[src/rtl/key_bit_sampler.sv]
// rtl/key_bit_sampler.sv - debounced pushbutton strobe and switch-bit sampler
module key_bit_sampler #(
   parameter int DEBOUNCE_CYCLES = 500000,
   parameter int CNT_W           = 20,
   parameter int HIST_W          = 8
) (
   input  logic              clock,
   input  logic              reset,
   input  logic              key_n,
   input  logic              sw_w,
   output logic              enable,
   output logic              w,
   output logic [HIST_W-1:0] history,
   output logic [7:0]        sample_count,
   output logic [1:0]        dbg_state
);

   typedef enum logic [1:0] {
      IDLE         = 2'd0,
      PRESS_WAIT   = 2'd1,
      PRESSED      = 2'd2,
      RELEASE_WAIT = 2'd3
   } state_t;

   // Terminal count: the level must be seen this many cycles in a row.
   localparam logic [CNT_W-1:0] CNT_LAST = CNT_W'(DEBOUNCE_CYCLES - 1);

   logic              key_meta;
   logic              key_s;
   logic              sw_meta;
   logic              sw_s;

   state_t            state_q;
   state_t            state_d;
   logic [CNT_W-1:0]  cnt_q;
   logic [CNT_W-1:0]  cnt_d;
   logic              accept;

   logic              enable_q;
   logic              w_q;
   logic [HIST_W-1:0] history_q;
   logic [7:0]        count_q;

   // Two-flop synchronizers; the key idles released (1) so reset never looks like a press.
   always_ff @(posedge clock or negedge reset) begin
      if (!reset) begin
         key_meta <= 1'b1;
         key_s    <= 1'b1;
         sw_meta  <= 1'b0;
         sw_s     <= 1'b0;
      end else begin
         key_meta <= key_n;
         key_s    <= key_meta;
         sw_meta  <= sw_w;
         sw_s     <= sw_meta;
      end
   end

   // Debounce FSM state and stability counter registers.
   always_ff @(posedge clock or negedge reset) begin
      if (!reset) begin
         state_q <= IDLE;
         cnt_q   <= '0;
      end else begin
         state_q <= state_d;
         cnt_q   <= cnt_d;
      end
   end

   // Next-state logic; accept fires on the single edge that confirms a press.
   always_comb begin
      state_d = state_q;
      cnt_d   = cnt_q;
      accept  = 1'b0;
      case (state_q)
         IDLE: begin
            if (!key_s) begin
               state_d = PRESS_WAIT;
               cnt_d   = '0;
            end
         end
         PRESS_WAIT: begin
            if (key_s) begin
               // Low level did not last long enough: treat as a glitch.
               state_d = IDLE;
            end else if (cnt_q == CNT_LAST) begin
               state_d = PRESSED;
               accept  = 1'b1;
            end else begin
               cnt_d = cnt_q + CNT_W'(1);
            end
         end
         PRESSED: begin
            if (key_s) begin
               state_d = RELEASE_WAIT;
               cnt_d   = '0;
            end
         end
         RELEASE_WAIT: begin
            if (!key_s) begin
               // Contact bounce on release: back to held without a new strobe.
               state_d = PRESSED;
            end else if (cnt_q == CNT_LAST) begin
               state_d = IDLE;
            end else begin
               cnt_d = cnt_q + CNT_W'(1);
            end
         end
         default: begin
            state_d = IDLE;
            cnt_d   = '0;
         end
      endcase
   end

   // Output datapath: strobe, sampled bit, history shift and press counter.
   always_ff @(posedge clock or negedge reset) begin
      if (!reset) begin
         enable_q  <= 1'b0;
         w_q       <= 1'b0;
         history_q <= '0;
         count_q   <= 8'd0;
      end else begin
         enable_q <= accept;
         if (accept) begin
            w_q       <= sw_s;
            history_q <= {history_q[HIST_W-2:0], sw_s};
            count_q   <= count_q + 8'd1;
         end
      end
   end

   assign enable       = enable_q;
   assign w            = w_q;
   assign history      = history_q;
   assign sample_count = count_q;
   assign dbg_state    = state_q;

endmodule

[config.mk]
export PLATFORM = sky130hd
export DESIGN_NAME = key_bit_sampler
export DESIGN_NICKNAME = d
export VERILOG_FILES = /design/src/rtl/key_bit_sampler.sv
export SDC_FILE = /design/constraint.sdc
export NUM_CORES = 1
export LEC_CHECK = 0
export CORE_ASPECT_RATIO = 0.7
export CORE_MARGIN = 2
export CORE_UTILIZATION = 55
export DETAILED_ROUTE_END_ITERATION = 10
export PLACE_DENSITY_LB_ADDON = 0.05
export SYNTH_ARGS = -nofsm -noshare
export SYNTH_HDL_FRONTEND = slang
export SYNTH_SLANG_ARGS = --single-unit
export TNS_END_PERCENT = 50
[constraint.sdc]
create_clock -name clock -period 2.56 [get_ports clock]
set_clock_uncertainty 0.05 [all_clocks]
set_input_delay 0.384 -clock clock [delete_from_list [all_inputs] [get_ports clock]]
set_output_delay 0.384 -clock clock [all_outputs]
set_load 0.02 [all_outputs]
==> impl_metrics.tcl, run 1 <==
set metrics [dict create \
    status "completed" \
    wire_per_inst_um 16.7 \
    regArea_sq_um 1080 \
    final_cells 273 \
    clk_latency_ns 0.30 \
    fin_crit_ns 2.23 \
    synth_mux_area_share_pct 6.80 \
    ys_seq_area_share_pct 51.4 \
    avgSynthCellArea_sq_um 10.8 \
    antenna_cells 0 \
    multiInputGateArea_sq_um 955 \
    drc 0 \
    synthArstFlopShare_pct 100 \
    synth_cells 195 \
    drt_wl_total_um 4570 \
    p_total_mw 1.36 \
    dieArea_sq_um 4330 \
    core_area_sq_um 3580 \
    grt_pass1_vias 1621 \
    final_max_slew_viol_count 0 \
    tritoncts "built" \
    yosys.area_share.simple_pct 21.5 \
    cts_setup_buffers 0 \
    p_leak_nw 1.11 \
    cts_buffers 5 \
    clockBufferDepth 2 \
    grt-ovfl-total 0 \
    syn-num-nets 201 \
    grt_usage_pct 23.8 \
    worstSetupPathType "flop to flop" \
    start_util_pct 58.6 \
    antenna_found_initial 0 \
    cp-start-kind "flop" \
    cp.required_ns 2.70 \
    vias 1653 \
    htreeDepth 2 \
    synth_compound_area_share_pct 11.0 \
    synth-xor-area-share_pct 5.01 \
    fmax_mhz 448 \
    grt_max_degree 44 \
    postCtsHoldBufs 0 \
    synth_top_family_by_area "simple AND/OR/NAND/NOR gates" \
    fin_tns_setup_ns 0 \
    first_iter_violations 182 \
    finalNetCount 228 \
    netlist_area_sq_um 2100 \
    cp.arrival_ns 2.37 \
    max-cap-violations 0 \
    drtPass1Iterations 4 \
    layout_commonest_cell "dfrtp_1" \
    powerDensity_nw_per_um2 545 \
    rows 18 \
    layout_common_cells "dfrtp_1 (41), clkdlybuf4s50_1 (22), nand2_1 (13), nand3_1 (11)" \
    grt_pass1_wl_um 7950 \
    hp-class "input pin to asynchronous set/reset pin" \
    setup.worst_path.end_class "flop" \
    yosys_warnings 0 \
    pin_count 24 \
    hold_violations 0 \
    final_cell_area_sq_um 2500 \
    clk_pin_slew_ns 0.08 \
    root_buffer "clkbuf_8" \
    irDropWorstVdd_uv 504 \
    hpwl_um 3250 \
    cts.sink_count 43 \
    ant_nets 0 \
    fin_crit_sh_pct 87.2 \
    die_w_um 77.8 \
    synthAdderAreaFrac_pct 1.19 \
    rrSetupSlack_ns 0.33 \
    dp.cells 265 \
    port_buffers 23 \
    synth-seq-cells 43 \
    cp_max_fo 10 \
    syn2layout_area_growth_pct 19.3 \
    ys.flop_type "dfrtp_1" \
    fill_cells 255 \
    placed_area_sq_um 2380 \
    place.gp.congestion 0.936 \
    die_h_um 55.7 \
    max-slew-margin-rel_pct 38.5 \
    synth.distinct_cells 44 \
    tightest_slew_ns 0.922 \
    setup_viol 0 \
    avgViaCountPerCell 6.05 \
    drive_gt1_share_pct 14.3 \
    rsz0062_at_grt "false" \
    ctsResizeCount 0 \
    synth_edf_count 0 \
]
-- where the power goes --
part	total, mW	leakage, nW	switching, mW	internal [mW]
logic	0.0873	0.470	0.0494	0.0379
clock network	0.545	0.0612	0.229	0.316
registers	0.732	0.584	0.0305	0.701
-- synth_stat cells, types with 2 or more instances --
library cell / instances / area, sq um
o21ai_0: 5 / 25.0
a21oi_1: 7 / 35.0
dfstp_2: 2 / 52.6
a31oi_1: 2 / 12.5
dfrtp_1: 41 / 1030
ha_1: 2 / 25.0
nor2_1: 8 / 30.0
a22o_1: 2 / 17.5
mux2i_1: 3 / 30.0
o211ai_1: 3 / 22.5
nor4_1: 8 / 50.1
xnor2_1: 5 / 43.8
or4_1: 4 / 30.0
nand4_2: 2 / 25.0
buf_2: 3 / 15.0
and4_1: 3 / 26.3
mux2_2: 10 / 113
or3_1: 4 / 25.0
clkbuf_1: 4 / 15.0
xor2_1: 7 / 61.3
nor3_1: 10 / 50.1
o31ai_1: 3 / 22.5
nand3_1: 11 / 55.1
nand4_1: 6 / 37.5
and2_1: 2 / 12.5
o211a_1: 2 / 20.0
inv_1: 7 / 26.3
nand2_1: 13 / 48.8
-- critical path: stages, from the launching register on --
cell and delay (ns):
dfrtp_1 0.43, ha_1 0.24, and3_1 0.29, nand4_2 0.35, nor2_4 0.38, mux2_2 0.38
-- stage by stage --
stage / utilization, % / setup WS, ns / hold slack [ns]
2_1_floorplan: - / 0.568 / 0.0384
3_3_place_gp: 66.6 / 0.453 / 0.290
3_5_place_dp: 66.6 / 0.355 / 0.296
4_1_cts: 69.9 / 0.331 / 0.205
5_1_grt: 69.9 / 0.172 / 0.264
6_report: 69.9 / 0.328 / 0.169
-- layout make-up --
type	instances	area share, %
inverters	7	1.05
multi-input cells	137	38.2
clock inverters	2	1.40
clock buffers	6	3.30
well taps	50	2.50
repair buffers	28	10.5
flip-flops and latches	43	43.1
-- flip-flops by register name, summed over array words and instances (netlist names), named ones only --
register,flops
cnt_q,20
dbg_state,1
enable,1
history,8
key_meta,1
key_s,1
sample_count,8
sw_meta,1
sw_s,1
-- layer usage --
layer | global-route usage (%) | share of wire (%) | vias to the layer above
li1 | - | - | 778
met1 | 34.4 | 46 | 794
met2 | 33.9 | 45 | 72
met3 | 6.66 | 8.2 | 9
met4 | 9.44 | 1.5 | 0
met5 | 0 | 0 | -
-- final timing paths --
kind,startpoint,to,cells past startpoint
worst max-delay path,cnt_q[0],history[0],5
worst min-delay path,reset,history[2],1
worst max register to register,cnt_q[0],history[0],5
worst min register to register,sw_meta,sw_s,0
max in group asynchronous,reset,cnt_q[16],1
min in group clock,sw_meta,sw_s,0
-- cells by family (layout without fill, tap and decap cells) --
kind of cell    after synthesis  count (layout)
flops                        43              43
compound gates               32              32
buf+inv                      15              43
fa+ha+maj                     2               2
simple gates                 78              78
mux                          13              13
xor+xnor                     12              12
Note: power is estimated with default switching activity, not from simulation.
==> run 2, diff against run 1 <==
--- a/config.mk
+++ b/config.mk
@@ -5,9 +5,10 @@
 export SDC_FILE = /design/constraint.sdc
 export NUM_CORES = 1
 export LEC_CHECK = 0
+export CELL_PAD_IN_SITES_DETAIL_PLACEMENT = 0
+export CELL_PAD_IN_SITES_GLOBAL_PLACEMENT = 1
 export CORE_ASPECT_RATIO = 0.7
-export CORE_MARGIN = 2
-export CORE_UTILIZATION = 55
+export CORE_UTILIZATION = 44
 export DETAILED_ROUTE_END_ITERATION = 10
 export PLACE_DENSITY_LB_ADDON = 0.05
 export SYNTH_ARGS = -nofsm -noshare
==> run 2 against run 1 <==
Non-clock buffer count grew 2. The flow now finishes with violations (DRC). Utilization shrank 14 points. Clock power shrank 18%. Flip-flop and latch count is the same. Clock-buffer cell count shrank 1. Largest power group unchanged. Fmax shrank 1.1%. Hold slack lost 0.0029 ns. Critical endpoint is now cnt_q[17]. Sequential power is essentially flat. Via count grew 1.9%.
==> impl_metrics.tcl, run 2 (synthesis results as in run 1) <==
set metrics [dict create \
    clockPowerShare_pct 35.3 \
    powerDensity_nw_per_um2 507 \
    p_total_mw 1.27 \
    pre_cts_slack_ns 0.311 \
    tritoncts "built" \
    cp.arrival_ns 2.44 \
    largest_reg_flops 20 \
    hp-class "input pin to asynchronous set/reset pin" \
    dp.cells 272 \
    timing.rr.start "key_s" \
    tightest_slew_ns 0.993 \
    cts_buffers 5 \
    grt_usage_pct 21.7 \
    p_int_mw 0.936 \
    start_util_pct 47.1 \
    max-cap-violations 0 \
    grt_pass1_wl_um 8300 \
    final_cells 280 \
    hold_violations 0 \
    clk_pin_slew_ns 0.09 \
    layout_common_cells "dfrtp_1 (41), clkdlybuf4s50_1 (22), nand2_1 (13), nand3_1 (11)" \
    top_register "cnt_q" \
    cp_cell_sequence "xor2_1, or3_1, or4_1, a21oi_1" \
    fmax_mhz 443 \
    finish.utilization_pct 56.1 \
    first_iter_violations 156 \
    vias 1685 \
    hpwl_um 3330 \
    port_buffers 23 \
    ant_nets 0 \
    fin_crit_sh_pct 88.1 \
    die_h_um 59.8 \
    critPathTopFamily "simple AND/OR/NAND/NOR gates" \
    fill_cells 385 \
    postCtsHoldBufs 0 \
    drtPass1Iterations 7 \
    worstSetupPathType "flop to flop" \
    cp_max_fo 11 \
    core_area_sq_um 4450 \
    clockBufferDepth 2 \
    grt-ovfl-total 0 \
    drc 1 \
    ctsResizeCount 0 \
    cts_setup_buffers 0 \
    p_leak_nw 1.10 \
    violations "DRC" \
    antenna_cells 0 \
    syn2layout_area_growth_pct 19.2 \
    cp_slowest_stage_delay_ns 0.58 \
    switchingPower_mw 0.331 \
    finalNetCount 230 \
    irDropWorstVdd_uv 261 \
    wire_per_inst_um 17.0 \
    worst-path-buf-inv 0 \
    die_w_um 84.5 \
    fin_crit_ns 2.26 \
    cts.sink_count 43 \
    final_max_slew_viol_count 0 \
    place.gp.congestion 0.875 \
    dieArea_sq_um 5050 \
    max-slew-margin-rel_pct 33.5 \
    grt_pass1_vias 1649 \
    timing.final.ws_setup_ns 0.303 \
    cp-start-kind "flop" \
    setup_viol 0 \
    antenna_found_initial 0 \
    combPwrFrac_pct 7.1 \
    cp.required_ns 2.75 \
    root_buffer "clkbuf_8" \
    p_seq_share_pct 57.6 \
    layout_commonest_cell "dfrtp_1" \
    setup.worst_path.end_class "flop" \
    p_sw_share_pct 26.1 \
    avgViaCountPerCell 6.02 \
    clk_latency_ns 0.30 \
    status "complete, but fails checks" \
    rows 20 \
    drt_wl_total_um 4760 \
    crit_start "key_s" \
    slowest_stage "dfstp_2" \
    fin_tns_setup_ns 0 \
    drive_gt1_share_pct 15.1 \
    htreeDepth 2 \
    grt_max_degree 44 \
    pin_count 24 \
    rsz0062_at_grt "false" \
]
==> run 2: cell count changes in the layout (fill, tap and decap cells not counted), sizes merged <==
cell / delta
bufinv: -1
clkbuf: -1
buf: +2
clkinvlp: +2
inv: +1
clkinv: -1
==> run 2: final timing paths <==
| check | cells after the start | slack (ns) | endpoint |
|---|---|---|---|
| max | 4 | 0.30 | cnt_q[17] |
| min in group clock | 0 | 0.31 | sw_s |
| max reg2reg | 4 | 0.30 | cnt_q[17] |
| max in group asynchronous | 1 | 1.72 | cnt_q[16] |
| min | 1 | 0.17 | history[1] |
| min reg2reg | 0 | 0.31 | sw_s |
==> run 2: area by class of cell <==
cell class | count | area, sq um | share of cell area (%)
Sequential cell | 43 | 1080 | 43.2
Multi-Input combinational cell | 137 | 955 | 38.2
Timing Repair Buffer | 30 | 278 | 11.1
Clock buffer | 5 | 68.8 | 2.75
Tap cell | 55 | 68.8 | 2.75
Inverter | 7 | 26.3 | 1.05
Clock inverter | 3 | 23.8 | 0.951
==> run 2: stage by stage <==
stage          cell area, sq um  hold WS, ns
2_1_floorplan              2100       0.0384
3_3_place_gp               2410        0.294
3_5_place_dp               2410        0.289
4_1_cts                    2500        0.204
5_1_grt                    2500        0.221
6_report                   2500        0.166
==> run 2: power groups by stage <==
stage | clock network, mW | logic [mW] | registers [mW]
floorplan | 0 | 0.0507 | 0.739
global placement | 0 | 0.0889 | 0.742
detailed placement | 0 | 0.0904 | 0.743
CTS | 0.458 | 0.0912 | 0.729
global route | 0.485 | 0.100 | 0.734
finish | 0.447 | 0.0902 | 0.730
==> run 2: metal layers <==
layer  global-route usage, %  up-vias  wire length (um)  part of all wire [%]
li1                        -      785                 -                     -
met1                    32.0      832              2350                    49
met2                    31.6       60              2000                    42
met3                    5.11        8               351                   7.4
met4                    7.26        0                57                   1.2
met5                       0        -                 0                     0
==> run 3, diff against run 2 <==
--- a/config.mk
+++ b/config.mk
@@ -7,7 +7,6 @@
 export LEC_CHECK = 0
 export CELL_PAD_IN_SITES_DETAIL_PLACEMENT = 0
 export CELL_PAD_IN_SITES_GLOBAL_PLACEMENT = 1
-export CORE_ASPECT_RATIO = 0.7
 export CORE_UTILIZATION = 44
 export DETAILED_ROUTE_END_ITERATION = 10
 export PLACE_DENSITY_LB_ADDON = 0.05
==> run 3 against run 2 <==
The flow still finishes with violations (DRC). Clock-buffer cell count unchanged. Largest cell class unchanged. Register-to-register slack about the same. Sequential power about the same. Non-clock buffer count fell by 1. Utilization about the same. Sequential share of layout area is 0.19 points lower. Setup slack gained 0.012 ns. Fmax rose by 0.55%.
==> impl_metrics.tcl, run 3 (synthesis results as in run 1) <==
set metrics [dict create \
    status "complete, but fails checks" \
    drt_wl_total_um 4390 \
    wire_per_inst_um 15.9 \
    pin_count 24 \
    layout_commonest_cell "dfrtp_1" \
    worst-path-buf-inv 0 \
    setup_viol 0 \
    max-slew-margin-rel_pct 37.0 \
    cp_slowest_stage_delay_ns 0.42 \
    fin_crit_sh_pct 87.7 \
    slowest_stage "dfrtp_1" \
    p_leak_nw 1.11 \
    setup.worst_path.end_class "flop" \
    grt_pass1_vias 1603 \
    p_sw_share_pct 24.0 \
    fin_tns_setup_ns 0 \
    switchingPower_mw 0.328 \
    antenna_cells 0 \
    cts.sink_count 43 \
    largest_reg_flops 20 \
    powerDensity_nw_per_um2 543 \
    rsz0062_at_grt "false" \
    critPathTopFamily "simple AND/OR/NAND/NOR gates" \
    grt_pass1_wl_um 7770 \
    grt-ovfl-total 0 \
    port_buffers 23 \
    avgViaCountPerCell 5.78 \
    placed_area_sq_um 2390 \
    cp.required_ns 2.70 \
    hpwl_um 3130 \
    fin_crit_ns 2.24 \
    die_h_um 71.0 \
    cp.arrival_ns 2.38 \
    clk_latency_ns 0.30 \
    core_area_sq_um 4470 \
    syn2layout_area_growth_pct 19.7 \
    tightest_slew_ns 0.944 \
    crit_start "cnt_q[0]" \
    grt_usage_pct 19.9 \
    die_w_um 71.0 \
    clockPowerShare_pct 39.8 \
    fmax_mhz 446 \
    ctsResizeCount 0 \
    rows 24 \
    fill_cells 390 \
    hp-class "input pin to asynchronous set/reset pin" \
    layout_common_cells "dfrtp_1 (41), clkdlybuf4s50_1 (22), nand2_1 (13), nand3_1 (11)" \
    cp_cell_sequence "ha_1, and3_1, nand4_2, nor2_4, mux2_2" \
    drtPass1Iterations 7 \
    hold_violations 0 \
    grt_max_degree 44 \
    clockBufferDepth 2 \
    multiInputGateArea_sq_um 955 \
    p_int_mw 1.03 \
    htreeDepth 2 \
    p_total_mw 1.36 \
    timing.rr.start "cnt_q[0]" \
    violations "DRC" \
    postCtsHoldBufs 0 \
    place.gp.congestion 0.961 \
    irDropWorstVdd_uv 407 \
    root_buffer "clkbuf_8" \
    max-cap-violations 0 \
    pre_cts_slack_ns 0.332 \
    first_iter_violations 122 \
    final_cell_area_sq_um 2510 \
    finalNetCount 229 \
    final_max_slew_viol_count 0 \
    cts_setup_buffers 0 \
    dp.cells 268 \
    final_cells 276 \
    clk_pin_slew_ns 0.09 \
    timing.final.ws_setup_ns 0.316 \
    drc 4 \
    regArea_sq_um 1080 \
    cp-start-kind "flop" \
    vias 1595 \
    cts_buffers 5 \
    worstSetupPathType "flop to flop" \
    drive_gt1_share_pct 14.7 \
    p_seq_share_pct 53.7 \
    start_util_pct 46.9 \
    cp_max_fo 10 \
    dieArea_sq_um 5050 \
    antenna_found_initial 0 \
    combPwrFrac_pct 6.5 \
    top_register "cnt_q" \
    ant_nets 0 \
    tritoncts "built" \
]
## run 3: worst paths after layout
path | endpoint | slack (ns) | cells past startpoint
worst max-delay path | history[4] | 0.32 | 5
worst min-delay path | sample_count[3] | 0.18 | 1
worst max register to register | history[4] | 0.32 | 5
worst min register to register | key_s | 0.31 | 0
max in group asynchronous | cnt_q[10] | 1.70 | 1
min in group clock | key_s | 0.31 | 0
## run 3: layout make-up
class                   instances  area share, %
well taps                      52           2.59
clock buffers                   5           2.74
multi-input cells             137           38.0
repair buffers                 29           10.8
flip-flops and latches         43           43.0
clock inverters                 3           1.84
inverters                       7           1.05
## run 3: through the flow
stage                     util (%)  hold slack [ns]
final                         56.1            0.177
after global placement        53.5            0.292
after floorplan                  -           0.0384
after CTS                     56.1            0.225
after global routing          56.1            0.263
after detailed placement      53.5            0.296
## run 3: per-layer routing
metal  part of all wire (%)  wire length [um]  global-route usage (%)  vias to the layer above
li1                       -                 -                       -                      779
met1                     51              2250                    28.6                      783
met2                     44              1940                    29.0                       27
met3                    3.3               143                    4.70                        6
met4                    1.3                57                    8.00                        0
met5                      0                 0                       0                        -
## run 3: power groups by stage
stage / sequential, mW / clock [mW] / combinational [mW]
2_1_floorplan: 0.739 / 0 / 0.0507
3_3_place_gp: 0.742 / 0 / 0.0866
3_5_place_dp: 0.744 / 0 / 0.0892
4_1_cts: 0.732 / 0.560 / 0.0902
5_1_grt: 0.737 / 0.591 / 0.100
6_report: 0.732 / 0.542 / 0.0884
## run 3: worst reg2reg max path, cell delays in order, from the launching register on
cell	delay, ns
dfrtp_1	0.42
ha_1	0.24
and3_1	0.32
nand4_2	0.34
nor2_4	0.38
mux2_2	0.38
